**src/rtl/llc_update_pkg.sv**
```systemverilog
// Shared types for the LLC update sequencer.
// Cache field types and state/hprot encodings used by the LLC arrays,
// the request opcode and the sequencer state encoding, plus a helper
// that sizes the group index so it never collapses to zero width.
package llc_update_pkg;

   typedef logic [2:0]  llc_state_t;
   typedef logic        hprot_t;
   typedef logic [63:0] line_t;
   typedef logic [19:0] llc_tag_t;
   typedef logic [15:0] sharers_t;
   typedef logic [3:0]  owner_t;

   // INVALID must stay the all-zero encoding: idle cycles drive all data to 0.
   localparam llc_state_t INVALID = 3'd0;
   localparam llc_state_t VALID   = 3'd1;

   localparam hprot_t INSTR = 1'b0;
   localparam hprot_t DATA  = 1'b1;

   typedef enum logic [1:0] {
      WAY   = 2'd0,
      RST   = 2'd1,
      FLUSH = 2'd2,
      NOP   = 2'd3
   } upd_op_t;

   typedef enum logic [2:0] {
      S_IDLE  = 3'd0,
      S_WAY   = 3'd1,
      S_RST   = 3'd2,
      S_FLUSH = 3'd3,
      S_FIN   = 3'd4
   } upd_state_t;

   function automatic int grp_width(input int ngrp);
      return (ngrp > 1) ? $clog2(ngrp) : 1;
   endfunction

endpackage

```
**src/rtl/llc_update_seq_grp_pri_enc.sv**
```systemverilog
// Group priority encoder for the flush walk.
// Ports:
//   mask  in  WAYS   per-way eligibility
//   grp   out GRP_W  lowest group holding a set bit (0 when mask is empty)
//   bits  out GRP    that group's slice of mask
//   any   out 1      mask is nonzero
//   last  out 1      no group other than grp has a set bit
module llc_grp_pri_enc
   import llc_update_pkg::*;
#(
   parameter  int WAYS  = 16,
   parameter  int GRP   = 4,
   localparam int NGRP  = WAYS / GRP,
   localparam int GRP_W = grp_width(NGRP)
) (
   input  logic [WAYS-1:0]  mask,
   output logic [GRP_W-1:0] grp,
   output logic [GRP-1:0]   bits,
   output logic             any,
   output logic             last
);

   logic [NGRP-1:0] gnz;

   always_comb begin
      gnz = '0;
      for (int g = 0; g < NGRP; g++) begin
         gnz[g] = |mask[g*GRP +: GRP];
      end
      any = |gnz;

      // Walk downward so the lowest nonzero group wins.
      grp = '0;
      for (int g = NGRP - 1; g >= 0; g--) begin
         if (gnz[g]) grp = GRP_W'(g);
      end

      bits = '0;
      for (int g = 0; g < NGRP; g++) begin
         if (GRP_W'(g) == grp) bits = mask[g*GRP +: GRP];
      end

      last = 1'b1;
      for (int g = 0; g < NGRP; g++) begin
         if (gnz[g] && (GRP_W'(g) != grp)) last = 1'b0;
      end
   end

endmodule

```
**src/rtl/llc_update_seq.sv**
```systemverilog
// Multi-cycle LLC update sequencer.
// Writes one way back after a controller request, walks every set on RST
// (GRP ways per cycle), and invalidates valid DATA lines of one set on
// FLUSH, skipping empty groups. Every output is a flop.
// Ports:
//   clk, rst                 clock, async active-high reset
//   req_valid/req_ready      request handshake (ready only in IDLE)
//   req_op/req_set/way       opcode, target set, target way
//   update_evict_way,
//   evict_way_buf            optional evict-way write for WAY
//   *_buf [WAYS]             buffered set contents
//   wr_en/wr_way/wr_set      single-way write port (wr_set also for groups)
//   wr_data_*                write data
//   wr_en_evict_way,
//   wr_data_evict_way        evict-way write
//   wr_rst_flush/wr_grp      per-way invalidate strobes for one group
//   done                     one-cycle completion pulse
//   busy                     inverse of req_ready
//
// state   | meaning
// S_IDLE  | ready, waiting for a request
// S_WAY   | single-way write cycle (also done)
// S_RST   | walking set/group counters, invalidating everything
// S_FLUSH | invalidating eligible groups of one set
// S_FIN   | done-only cycle (NOP, empty FLUSH)
module llc_update_seq
   import llc_update_pkg::*;
#(
   parameter  int WAYS  = 16,
   parameter  int SETS  = 512,
   parameter  int GRP   = 4,
   localparam int NGRP  = WAYS / GRP,
   localparam int SET_W = $clog2(SETS),
   localparam int WAY_W = $clog2(WAYS),
   localparam int GRP_W = grp_width(NGRP)
) (
   input  logic             clk,
   input  logic             rst,
   input  logic             req_valid,
   output logic             req_ready,
   input  upd_op_t          req_op,
   input  logic [SET_W-1:0] req_set,
   input  logic [WAY_W-1:0] way,
   input  logic             update_evict_way,
   input  logic [WAY_W-1:0] evict_way_buf,
   input  logic             dirty_bits_buf [WAYS],
   input  llc_state_t       states_buf     [WAYS],
   input  hprot_t           hprots_buf     [WAYS],
   input  line_t            lines_buf      [WAYS],
   input  llc_tag_t         tags_buf       [WAYS],
   input  sharers_t         sharers_buf    [WAYS],
   input  owner_t           owners_buf     [WAYS],
   output logic             wr_en,
   output logic [WAY_W-1:0] wr_way,
   output logic [SET_W-1:0] wr_set,
   output llc_tag_t         wr_data_tag,
   output llc_state_t       wr_data_state,
   output line_t            wr_data_line,
   output hprot_t           wr_data_hprot,
   output owner_t           wr_data_owner,
   output sharers_t         wr_data_sharers,
   output logic             wr_data_dirty_bit,
   output logic             wr_en_evict_way,
   output logic [WAY_W-1:0] wr_data_evict_way,
   output logic [GRP-1:0]   wr_rst_flush,
   output logic [GRP_W-1:0] wr_grp,
   output logic             done,
   output logic             busy
);

   upd_state_t       state_q, state_d;
   logic [SET_W-1:0] set_q, set_d;
   logic [GRP_W-1:0] grp_q, grp_d;
   logic [SET_W-1:0] fset_q, fset_d;
   logic [WAYS-1:0]  mask_q, mask_d;
   logic [WAYS-1:0]  flush_mask;
   logic [WAYS-1:0]  clr;

   logic [GRP_W-1:0] enc_grp;
   logic [GRP-1:0]   enc_bits;
   logic             enc_any;
   logic             enc_last;

   logic             req_ready_d, wr_en_d, wr_en_evict_way_d, done_d;
   logic [WAY_W-1:0] wr_way_d, wr_data_evict_way_d;
   logic [SET_W-1:0] wr_set_d;
   llc_tag_t         wr_data_tag_d;
   llc_state_t       wr_data_state_d;
   line_t            wr_data_line_d;
   hprot_t           wr_data_hprot_d;
   owner_t           wr_data_owner_d;
   sharers_t         wr_data_sharers_d;
   logic             wr_data_dirty_bit_d;
   logic [GRP-1:0]   wr_rst_flush_d;
   logic [GRP_W-1:0] wr_grp_d;

   always_comb begin
      flush_mask = '0;
      for (int w = 0; w < WAYS; w++) begin
         flush_mask[w] = (states_buf[w] == VALID) && (hprots_buf[w] == DATA);
      end
   end

   // Bits invalidated by the strobe currently on the outputs.
   always_comb begin
      clr = '0;
      for (int i = 0; i < WAYS; i++) begin
         if ((GRP_W'(i / GRP) == wr_grp) && wr_rst_flush[i % GRP]) clr[i] = 1'b1;
      end
   end

   // The encoder looks at the mask that will be live next cycle, so its
   // result can be registered straight onto the outputs.
   llc_grp_pri_enc #(
      .WAYS (WAYS),
      .GRP  (GRP)
   ) u_pri_enc (
      .mask (mask_d),
      .grp  (enc_grp),
      .bits (enc_bits),
      .any  (enc_any),
      .last (enc_last)
   );

   // Next state, counters and flush mask. The registered done flag marks
   // the final cycle of every operation, so it alone drives the return to IDLE.
   always_comb begin
      state_d = state_q;
      set_d   = set_q;
      grp_d   = grp_q;
      fset_d  = fset_q;
      mask_d  = mask_q;
      case (state_q)
         S_IDLE: begin
            if (req_valid) begin
               case (req_op)
                  WAY: state_d = S_WAY;
                  RST: begin
                     state_d = S_RST;
                     set_d   = '0;
                     grp_d   = '0;
                  end
                  FLUSH: begin
                     mask_d  = flush_mask;
                     fset_d  = req_set;
                     state_d = (|flush_mask) ? S_FLUSH : S_FIN;
                  end
                  default: state_d = S_FIN;
               endcase
            end
         end
         S_RST: begin
            if (done) begin
               state_d = S_IDLE;
               set_d   = '0;
               grp_d   = '0;
            end else if (grp_q == GRP_W'(NGRP - 1)) begin
               grp_d = '0;
               set_d = set_q + 1'b1;
            end else begin
               grp_d = grp_q + 1'b1;
            end
         end
         S_FLUSH: begin
            if (done) begin
               state_d = S_IDLE;
               mask_d  = '0;
            end else begin
               mask_d = mask_q & ~clr;
            end
         end
         default: state_d = S_IDLE;
      endcase
   end

   // Output values for the cycle being entered.
   always_comb begin
      req_ready_d         = (state_d == S_IDLE);
      wr_en_d             = 1'b0;
      wr_way_d            = '0;
      wr_set_d            = '0;
      wr_data_tag_d       = '0;
      wr_data_state_d     = INVALID;
      wr_data_line_d      = '0;
      wr_data_hprot_d     = '0;
      wr_data_owner_d     = '0;
      wr_data_sharers_d   = '0;
      wr_data_dirty_bit_d = 1'b0;
      wr_en_evict_way_d   = 1'b0;
      wr_data_evict_way_d = '0;
      wr_rst_flush_d      = '0;
      wr_grp_d            = '0;
      done_d              = 1'b0;
      case (state_d)
         S_WAY: begin
            wr_en_d             = 1'b1;
            wr_way_d            = way;
            wr_set_d            = req_set;
            wr_data_tag_d       = tags_buf[way];
            wr_data_state_d     = states_buf[way];
            wr_data_line_d      = lines_buf[way];
            wr_data_hprot_d     = hprots_buf[way];
            wr_data_owner_d     = owners_buf[way];
            wr_data_sharers_d   = sharers_buf[way];
            wr_data_dirty_bit_d = dirty_bits_buf[way];
            wr_en_evict_way_d   = update_evict_way;
            wr_data_evict_way_d = update_evict_way ? evict_way_buf : '0;
            done_d              = 1'b1;
         end
         S_RST: begin
            wr_set_d          = set_d;
            wr_grp_d          = grp_d;
            wr_rst_flush_d    = '1;
            wr_en_evict_way_d = (grp_d == '0);
            done_d            = (set_d == SET_W'(SETS - 1)) && (grp_d == GRP_W'(NGRP - 1));
         end
         S_FLUSH: begin
            wr_set_d       = fset_d;
            wr_grp_d       = enc_grp;
            wr_rst_flush_d = enc_bits;
            done_d         = enc_any && enc_last;
         end
         S_FIN: done_d = 1'b1;
         default: ;
      endcase
   end

   always_ff @(posedge clk or posedge rst) begin
      if (rst) begin
         state_q           <= S_IDLE;
         set_q             <= '0;
         grp_q             <= '0;
         fset_q            <= '0;
         mask_q            <= '0;
         req_ready         <= 1'b1;
         busy              <= 1'b0;
         wr_en             <= 1'b0;
         wr_way            <= '0;
         wr_set            <= '0;
         wr_data_tag       <= '0;
         wr_data_state     <= INVALID;
         wr_data_line      <= '0;
         wr_data_hprot     <= '0;
         wr_data_owner     <= '0;
         wr_data_sharers   <= '0;
         wr_data_dirty_bit <= 1'b0;
         wr_en_evict_way   <= 1'b0;
         wr_data_evict_way <= '0;
         wr_rst_flush      <= '0;
         wr_grp            <= '0;
         done              <= 1'b0;
      end else begin
         state_q           <= state_d;
         set_q             <= set_d;
         grp_q             <= grp_d;
         fset_q            <= fset_d;
         mask_q            <= mask_d;
         req_ready         <= req_ready_d;
         busy              <= ~req_ready_d;
         wr_en             <= wr_en_d;
         wr_way            <= wr_way_d;
         wr_set            <= wr_set_d;
         wr_data_tag       <= wr_data_tag_d;
         wr_data_state     <= wr_data_state_d;
         wr_data_line      <= wr_data_line_d;
         wr_data_hprot     <= wr_data_hprot_d;
         wr_data_owner     <= wr_data_owner_d;
         wr_data_sharers   <= wr_data_sharers_d;
         wr_data_dirty_bit <= wr_data_dirty_bit_d;
         wr_en_evict_way   <= wr_en_evict_way_d;
         wr_data_evict_way <= wr_data_evict_way_d;
         wr_rst_flush      <= wr_rst_flush_d;
         wr_grp            <= wr_grp_d;
         done              <= done_d;
      end
   end

endmodule

```
**config.mk**
```make
export PLATFORM = sky130hd
export DESIGN_NAME = llc_update_seq
export DESIGN_NICKNAME = d
export VERILOG_FILES = /design/src/rtl/llc_update_pkg.sv /design/src/rtl/llc_update_seq_grp_pri_enc.sv /design/src/rtl/llc_update_seq.sv
export SDC_FILE = /design/constraint.sdc
export NUM_CORES = 1
export LEC_CHECK = 0
export ABC_AREA = 1
export BUFFER_PORTS_ARGS = -buffer_cell sky130_fd_sc_hd__buf_2
export CAP_MARGIN = 10
export CELL_PAD_IN_SITES_DETAIL_PLACEMENT = 1
export CELL_PAD_IN_SITES_GLOBAL_PLACEMENT = 1
export CORE_AREA = 2 2 732 734
export CTS_CLUSTER_DIAMETER = 30
export DETAILED_ROUTE_END_ITERATION = 10
export DIE_AREA = 0 0 734 736
export GPL_TIMING_DRIVEN = 0
export PLACE_DENSITY_LB_ADDON = 0.1
export SYNTH_ARGS = -nofsm -noshare
export SYNTH_HDL_FRONTEND = slang
export SYNTH_SLANG_ARGS = --single-unit
```
**constraint.sdc**
```tcl
create_clock -name clk -period 6.46 [get_ports clk]
set_input_delay 1.292 -clock clk [delete_from_list [all_inputs] [get_ports clk]]
set_output_delay 1.292 -clock clk [all_outputs]
set_load 0.05 [all_outputs]
```
Yosys cells after proc, flatten, opt, wreduce, memory -nomap -nowiden
Cells that the tools add are included.
Operators by class
  add/sub/neg operators: 2
  order comparisons: 1
  equality and inequality tests: 36
  mux-type cells: 87
  bitwise logic cells: 4
  reduce and logical (&&, ||, !) cells: 53
Operator list (number)
  $bmux 64 s4: 1
  $mux 64: 3
  $mux 16: 6
  $bmux 20 s4: 1
  $bmux 16 s4: 1
  $mux 9: 7
  $mux 20: 3
  $eq 3x1->1 const B: 17
  $mux 4: 10
  $logic_and 1x1->1: 38
  $pmux 16 s2: 1
  $reduce_or 16->1: 2
  $mux 1: 27
  $pmux 9 s3: 1
  $mux 3: 6
  $pmux 9 s2: 1
  $and 16x16->16: 1
  $bmux 4 s4: 1
  $mux 2: 8
  $not 16->16: 1
  $reduce_or 4->1: 4
  $bmux 3 s4: 1
  $eq 3x2->1 const B: 4
  $add 9x1->9 const B: 1
  23 further kinds: 37
Storage, ports and cells
  bits in registers: 176
  input bits: 1767
  output and inout port bits: 137
  logic and storage cells: 205

Logic depth before layout (Yosys ltp)
Gate-level depths: netlist of the first run.
  word-level depth: 20
  depth in mapped cells: 17
  depth with buffers taken out: 16

Cells and area by module
From an unflattened synthesis of the first run, not the netlist that was laid out.
Second synthesis, totals
  cells, all modules: 3575
  area total of the unflattened synthesis: 22048.6 um2
Modules (own cells, without submodules)
  llc_update_seq: instances 1, cells an instance 3520, area an instance 21740.9 um2, seq. area each 4405.5 um2
  llc_grp_pri_enc: instances 1, cells an instance 55, area an instance 307.8 um2, seq. area each 0.0 um2

Worst setup path after synthesis of the first run
No wires, ideal clock.
  path type: input to register
  start: input hprots_buf[6] in the netlist's numbering
  end: register wr_data_line[25]
  library setup time: 0.125 ns
  data arrival time: 2.570 ns
  required time: 6.335 ns
  path slack: 3.766 ns
  stages: 14
  buffers on the path: 2
  cells stage by stage: nand2_1 -> inv_1 -> nand2_1 -> nand2_1 -> nor2_1 -> nand3_1 -> nor2_1 -> o21ai_1 -> nand2_1 -> nand2_1 -> nand2_1 -> buf_2 -> buf_2 -> nor2_1
Between the ends
  longest elaborated chain between the ends: 8
Ends and longest elaborated chain
  start: declaration: RTL line llc_update_seq.sv:48  | input hprot_t hprots_buf [WAYS],
  $logic_and 1x1->1: RTL line llc_update_seq.sv:100  | flush_mask[w] = (states_buf[w] == VALID) && (hprots_buf[w] == DATA);
  $reduce_or 16->1: RTL line llc_update_seq.sv:146  | state_d = (|flush_mask) ? S_FLUSH : S_FIN;
  $mux 3: RTL line llc_update_seq.sv:146
  $pmux 3 s3: RTL line llc_update_seq.sv:136  | case (req_op)
  $mux 3: RTL line llc_update_seq.sv:135  | if (req_valid) begin
  $pmux 3 s2: RTL line llc_update_seq.sv:133  | case (state_q)
  named net state_d[0]: RTL line llc_update_seq.sv:71  | upd_state_t state_q, state_d;
  $eq 3x1->1: RTL line llc_update_seq.sv:194  | case (state_d)
  $mux 64: RTL line llc_update_seq.sv:194
  named net wr_data_line_d[25]: RTL line llc_update_seq.sv:89  | line_t wr_data_line_d;
  end signal: assignment: RTL line llc_update_seq.sv:265  | wr_data_line <= wr_data_line_d;
  end: declaration: RTL line llc_update_seq.sv:58  | output line_t wr_data_line,
The timed path passes the listed nets, and every way through them passes these cells.

Final worst setup path of the first run
  start: input way[0]
  end: register wr_data_sharers[2]
Between the ends
  longest elaborated chain between the ends: 5
Ends and longest elaborated chain
  start: declaration: RTL line llc_update_seq.sv:43  | input logic [WAY_W-1:0] way,
  $not 4->5 (implied by the code): RTL line llc_update_seq.sv:204  | wr_data_sharers_d = sharers_buf[way];
  $bmux 16 s4: RTL line llc_update_seq.sv:204
  $mux 16 (implied by the code) (2 in a row): RTL line llc_update_seq.sv:204
  $mux 16: RTL line llc_update_seq.sv:194
  named net wr_data_sharers_d[2]: RTL line llc_update_seq.sv:92  | sharers_t wr_data_sharers_d;
  end signal: assignment: RTL line llc_update_seq.sv:268  | wr_data_sharers <= wr_data_sharers_d;
  end: declaration: RTL line llc_update_seq.sv:61  | output sharers_t wr_data_sharers,
The timed path passes the listed nets, and every way through them passes these cells. The select of a mux whose other input is x is not followed.

==> results of run 1 <==
==> stage by stage <==
stage          total power, mW  utilization  setup slack, ns
2_1_floorplan             3.99            -            0.396
3_3_place_gp              7.49       0.0751            -6.27
3_5_place_dp              7.59       0.0783            0.203
4_1_cts                   9.36       0.0796            0.866
5_1_grt                   9.54       0.0800            0.961
6_report                  8.97       0.0806            0.888
==> power breakdown <==
part	internal, mW	total, mW	leakage [nW]	switching (mW)
Clock	0.757	1.61	0.344	0.857
Combinational	1.37	5.78	15.4	4.41
Sequential	1.42	1.58	2.37	0.160
==> sequential cells by signal (all words and copies together) (netlist names), 2 cells and up <==
name / flops
wr_data_evict_way: 4
wr_data_owner: 4
wr_data_state: 3
wr_data_sharers: 16
wr_grp: 2
mask_q: 16
wr_way: 4
fset_q: 9
wr_data_line: 64
state_q: 3
wr_set: 9
set_q: 9
wr_data_tag: 20
wr_rst_flush: 4
grp_q: 2
==> worst paths after layout <==
check | to | slack (ns)
max in group asynchronous | wr_data_line[40]$_DFF_PP0_ | 4.20
setup reg to reg | wr_data_line[56]$_DFF_PP0_ | 3.00
setup / recovery | wr_data_sharers[2]$_DFF_PP0_ | 0.89
hold / removal | fset_q[5]$_DFF_PP0_ | 0.49
min in group asynchronous | wr_data_tag[4]$_DFF_PP0_ | 0.73
hold reg to reg | fset_q[5]$_DFF_PP0_ | 0.49
==> cell families after synthesis <==
kind of cell	count (synthesis)	share of synthesized area
AO/OA/AOI/OAI	1315	0.393
AND/OR/NAND/NOR	1682	0.312
flip-flops	176	0.204
XOR/XNOR	5	0.00202
adder cells (fa/ha/maj)	2	0.00116
buffers and inverters	459	0.0878
==> synthesized netlist by cell type, types with 5 or more instances <==
master | count | area (sq um)
a221o_1 | 33 | 330
clkbuf_1 | 244 | 916
a21oi_1 | 771 | 3860
buf_2 | 95 | 475
o31ai_1 | 34 | 255
nand4_1 | 10 | 62.6
nand2_2 | 8 | 50.1
dfrtp_1 | 175 | 4380
buf_6 | 6 | 67.6
a311oi_1 | 79 | 692
nor3_1 | 150 | 751
a32o_1 | 34 | 340
o21ai_0 | 25 | 125
inv_1 | 63 | 236
buf_1 | 41 | 154
o2111ai_1 | 5 | 43.8
nand2_1 | 1272 | 4770
nor2_1 | 90 | 338
nand3_1 | 144 | 721
o211ai_1 | 36 | 270
a221oi_1 | 287 | 2510
==> critical path: stages <==
cell      delay [ns]
buf_2           0.18
clkinv_1        0.12
buf_2           0.22
buf_2           0.74
buf_2           0.88
nand2_1         0.52
a221oi_1        0.76
nor3_1          0.36
nor3_1          0.66
==> area by class of cell <==
type	count	share of cell area
diodes	179	0.0105
inverters	70	0.00637
well taps	7020	0.205
flip-flops and latches	176	0.103
plain buffers	389	0.0407
clock buffers	23	0.0129
clock inverters	10	0.00347
multi-input cells	3004	0.359
repair buffers	1981	0.259
==> layer usage <==
layer  track usage  wire length [um]  share of wire
met1         0.210            202000           0.41
met2         0.310            241000           0.49
met3        0.0464             36200          0.074
met4        0.0283             11200          0.023
met5             0              1410         0.0029
==> results.toml, run 1 <==
[run_status]
status = "complete, no violations"

[setup_path]
critPathLaunchType = "primary input"
cp_max_fo = 10
startpoint = "way[0]"
crit_required_ns = 6.87
worstPathArrival_ns = 5.98
rr_worst_depth = 10
reg2reg_from = "done$_DFF_PP0_"
crit_path_end_kind = "flop"
crit_type = "in2reg"

[timing]
slew_viol_final = 0
grt_setup_unrepaired = "no"
fin_skew_ns = 0.0424
period_needed_ns = 5.57
tightest_slew_ns = 1.36
hold_violations = 0
max_slew_margin = 0.0901
fin_crit_sh = 0.863
finalSetupViolations = 0
setup-tns-final_ns = 0
max_freq_mhz = 179
fin_hold_ws_ns = 0.488

[route]
post-route-drc-count = 0
routedWlPerCell_um = 38.2
drt_pass1_iterations = 7
drtAntennaViolNets = 0
drt_iter0_drc = 2764
wl_um = 491000
via_count = 41323
routed_via_density = 3.22

[synth]
synth_sequential_area_ratio = 0.204
synth_seq_cells = 176
netlist_area_sq_um = 21600
syn_nets = 5408
synthDistinctLibCells = 42
synthCells = 3639
synth-main-ff-cell = "dfrtp_1"
synthArstFlopShare = 1.00
synth_edf_count = 0
ys_warn_count = 0
post_synth.cell_area_avg_sq_um = 5.95

[global_routing]
grt_pass1_vias = 43285
grt_max_degree = 75
grt-ovfl-total = 0
antenna_found_initial = 494
grt_pass1_wl_um = 587000
track_usage = 0.174

[final_layout]
fillers = 64692
final_cell_mix = "buf_2, nand2_1, a21oi_1, a221oi_1, clkbuf_1"
nets = 7412
final_common_cell = "buf_2"
area_delta_synth_final_pct = 98.0
multi_input_area_sq_um = 15400
ff_latch_area_sq_um = 4410
fin_area_sq_um = 42800
drive_gt1_frac = 0.393
finalNonFillerCells = 12852

[clocking]
clock_path_buffers = 3
root_buffer = "clkbuf_16"
clk_latency_ns = 0.62
path_clk_slew_ns = 0.08
cts_resized = 0
clock-sinks = 176
post_cts_buffers = 0
h-tree-depth = 4
ctsHoldBuffers = 0
numCtsBuffers = 21
cts_tree = "yes"

[worst_hold_path]
holdPathStages = 2
hold_class = "reg2reg"
hp-start = "fset_q[5]$_DFF_PP0_"

[power_and_ir_drop]
powerDensity_nw_per_um2 = 209
p_leak_nw = 18.2
peakVddDrop_uv = 177

[flow_run]
drv_cap = 0

[floorplanning]
die_x_um = 734
floorplan.rows = 268
io_pins = 1904
initial_core_util = 0.0407
core_sq_um = 532000
dieArea_sq_um = 540000
floorplan.die.height_um = 736

[placed_design]
dpl.hpwl_um = 435000
portBuffers = 1900
gp_congestion = 0.883
dpl.cell_count = 12637
placed_cell_area_sq_um = 41600
Note: power is estimated with default switching activity, not from simulation.
==> run 2, diff against run 1 <==
- ABC_AREA: 1 -> not set
- CORE_AREA: 2 2 732 734 -> 2 2 744 746
- DIE_AREA: 0 0 734 736 -> 0 0 746 748
==> run 2 against run 1 <==
Fmax up 16%. Clock-buffer cell count up 1. Combinational power down 35%. Wire length down 23%. Sequential share of layout area up 0.60 points. Global-route usage down 4.2 points. Synthesized cell count down 65%. Die area up 3.3%. Critical path depth unchanged. Core utilization down 0.70 points. Total power down 26%. Critical endpoint is now wr_set[4]$_DFF_PP0_. Largest cell class unchanged. Largest power group unchanged.
==> results.toml, run 2 <==
[route]
routedWlPerCell_um = 35.5
drtAntennaViolNets = 0
via_count = 25896
drt_iter0_drc = 1636
wl_um = 379000
drt_pass1_iterations = 5
routed_via_density = 2.43
post-route-drc-count = 0

[synth]
post_synth.cell_area_avg_sq_um = 15.7
yosysTopAreaCell = "mux4_2"
synth.area.top_cells = "mux4_2, dfrtp_1, and2_1"
synthArstFlopShare = 1.00
synth_seq_cells = 176
synth_sequential_area_ratio = 0.222
yosysTopAreaCellShare = 0.619
synthDistinctLibCells = 62
ys_warn_count = 0
synthCells = 1262
syn_nets = 3031
synth_edf_count = 0
yosysMostFrequentCell = "mux4_2"
synth-main-ff-cell = "dfrtp_1"
netlist_area_sq_um = 19800
synth_common_cells = "mux4_2, dfrtp_1, and2_1, clkbuf_1, nand2_1"

[clocking]
root_buffer = "clkbuf_16"
ctsHoldBuffers = 0
h-tree-depth = 4
clock_path_buffers = 3
clock-sinks = 176
numCtsBuffers = 21
cts_tree = "yes"
post_cts_buffers = 0
path_clk_slew_ns = 0.09
cts_resized = 0
clk_latency_ns = 0.60

[final_layout]
nets = 4996
finalNonFillerCells = 10678
multi_input_area_sq_um = 14800
final_util = 0.0735
largest_registers = "wr_data_line x64, wr_data_tag x20"
top_register = "wr_data_line"
drive_gt1_frac = 0.801
fillers = 65371
largest_register_ffs = 64
final_common_cell = "buf_2"
ff_latch_area_sq_um = 4410
area_delta_synth_final_pct = 104
final_cell_mix = "buf_2, mux4_2, dfrtp_1, and2_1, clkbuf_1"

[floorplanning]
initial_core_util = 0.0360
dieArea_sq_um = 558000
core_sq_um = 551000
io_pins = 1904
die_x_um = 746
floorplan.rows = 273
floorplan.die.height_um = 748

[power_and_ir_drop]
p_leak_nw = 15.6
powerDensity_nw_per_um2 = 163
peakVddDrop_uv = 131

[timing]
max_slew_margin = 0.115
hold_violations = 0
grt_setup_unrepaired = "no"
finalSetupViolations = 0
max_freq_mhz = 208
fin_crit_sh = 0.743
setup-tns-final_ns = 0
period_needed_ns = 4.80
fin_skew_ns = 0.0406
tightest_slew_ns = 1.33
slew_viol_final = 0

[global_routing]
grt-ovfl-total = 0
grt_pass1_vias = 27706
track_usage = 0.131
grt_pass1_wl_um = 446000
antenna_found_initial = 477
grt_max_degree = 74

[placed_design]
gp_congestion = 0.908
dpl.cell_count = 10490
dpl.hpwl_um = 351000
portBuffers = 1898

[flow_run]
drv_cap = 0

[worst_hold_path]
hold_class = "reg2reg"

[setup_path]
crit_type = "in2reg"
crit_path_end_kind = "flop"
worstPathArrival_ns = 5.22
cp_max_fo = 10
critPathLaunchType = "primary input"
crit_required_ns = 6.88

[run_status]
status = "complete, no violations"
==> run 2: logic make-up after synthesis <==
logic type | after synthesis | synth area share
AOI/OAI and AO/OA | 97 | 0.0345
xor gates and xnor gates | 10 | 0.00442
adders and majority gates | 2 | 0.00126
buffers and inverters | 165 | 0.0319
DFF | 176 | 0.222
muxes | 557 | 0.625
and+or+nand+nor | 255 | 0.0805
==> run 2: report_power, final <==
part / internal (mW) / total (mW) / leakage [nW] / switching, mW
clock: 0.691 / 1.50 / 0.305 / 0.814
combinational: 1.37 / 3.74 / 12.9 / 2.36
sequential: 1.27 / 1.37 / 2.39 / 0.102
total: 3.33 / 6.61 / 15.6 / 3.28
==> run 2: metrics by stage <==
stage	instance area [sq um]	power (mW)	setup WS [ns]	hold slack (ns)
2_1_floorplan	19800	2.97	0.396	0.440
3_3_place_gp	38400	5.24	-6.03	0.476
4_1_cts	40100	6.99	1.43	0.493
3_5_place_dp	39400	5.31	0.708	0.465
5_1_grt	40200	7.06	1.54	0.518
6_report	40500	6.61	1.66	0.486
==> run 2: path summary, 6_finish.rpt <==
kind                                 startpoint                    endpoint  slack [ns]  cells past startpoint
setup / recovery                 hprots_buf[10]         wr_set[4]$_DFF_PP0_        1.66                      9
hold / removal              fset_q[8]$_DFF_PP0_         fset_q[8]$_DFF_PP0_        0.49                      2
setup reg to reg           state_q[0]$_DFF_PP0_         wr_set[4]$_DFF_PP0_        2.56                      7
hold reg to reg             fset_q[8]$_DFF_PP0_         fset_q[8]$_DFF_PP0_        0.49                      2
max in group asynchronous                   rst  wr_data_line[43]$_DFF_PP0_        4.67                      3
min in group asynchronous                   rst         wr_set[6]$_DFF_PP0_        0.68                      2
==> run 2: critical path: stages <==
cell      delay, ns
buf_2          0.26
nor4bb_1       1.03
nor4_1         0.14
nand4_1        0.12
or4_1          0.28
a32o_1         0.46
buf_1          0.78
mux2i_1        0.30
o22ai_1        0.51
==> run 2: routing by layer <==
metal	GRT usage	routed length (um)	vias to the layer above
met5	0	1430	-
met4	0.0141	6900	222
met3	0.0503	36600	642
met2	0.232	186000	2001
met1	0.154	148000	13288
li1	-	-	9743
==> run 2: layout make-up <==
type,count,area share
well taps,7287,0.225
flip-flops and latches,176,0.109
inverters,11,0.00121
clock buffers,24,0.0133
clock inverters,9,0.00278
repair buffers,1942,0.257
diodes,154,0.00952
multi-input cells,921,0.366
plain buffers,154,0.0169
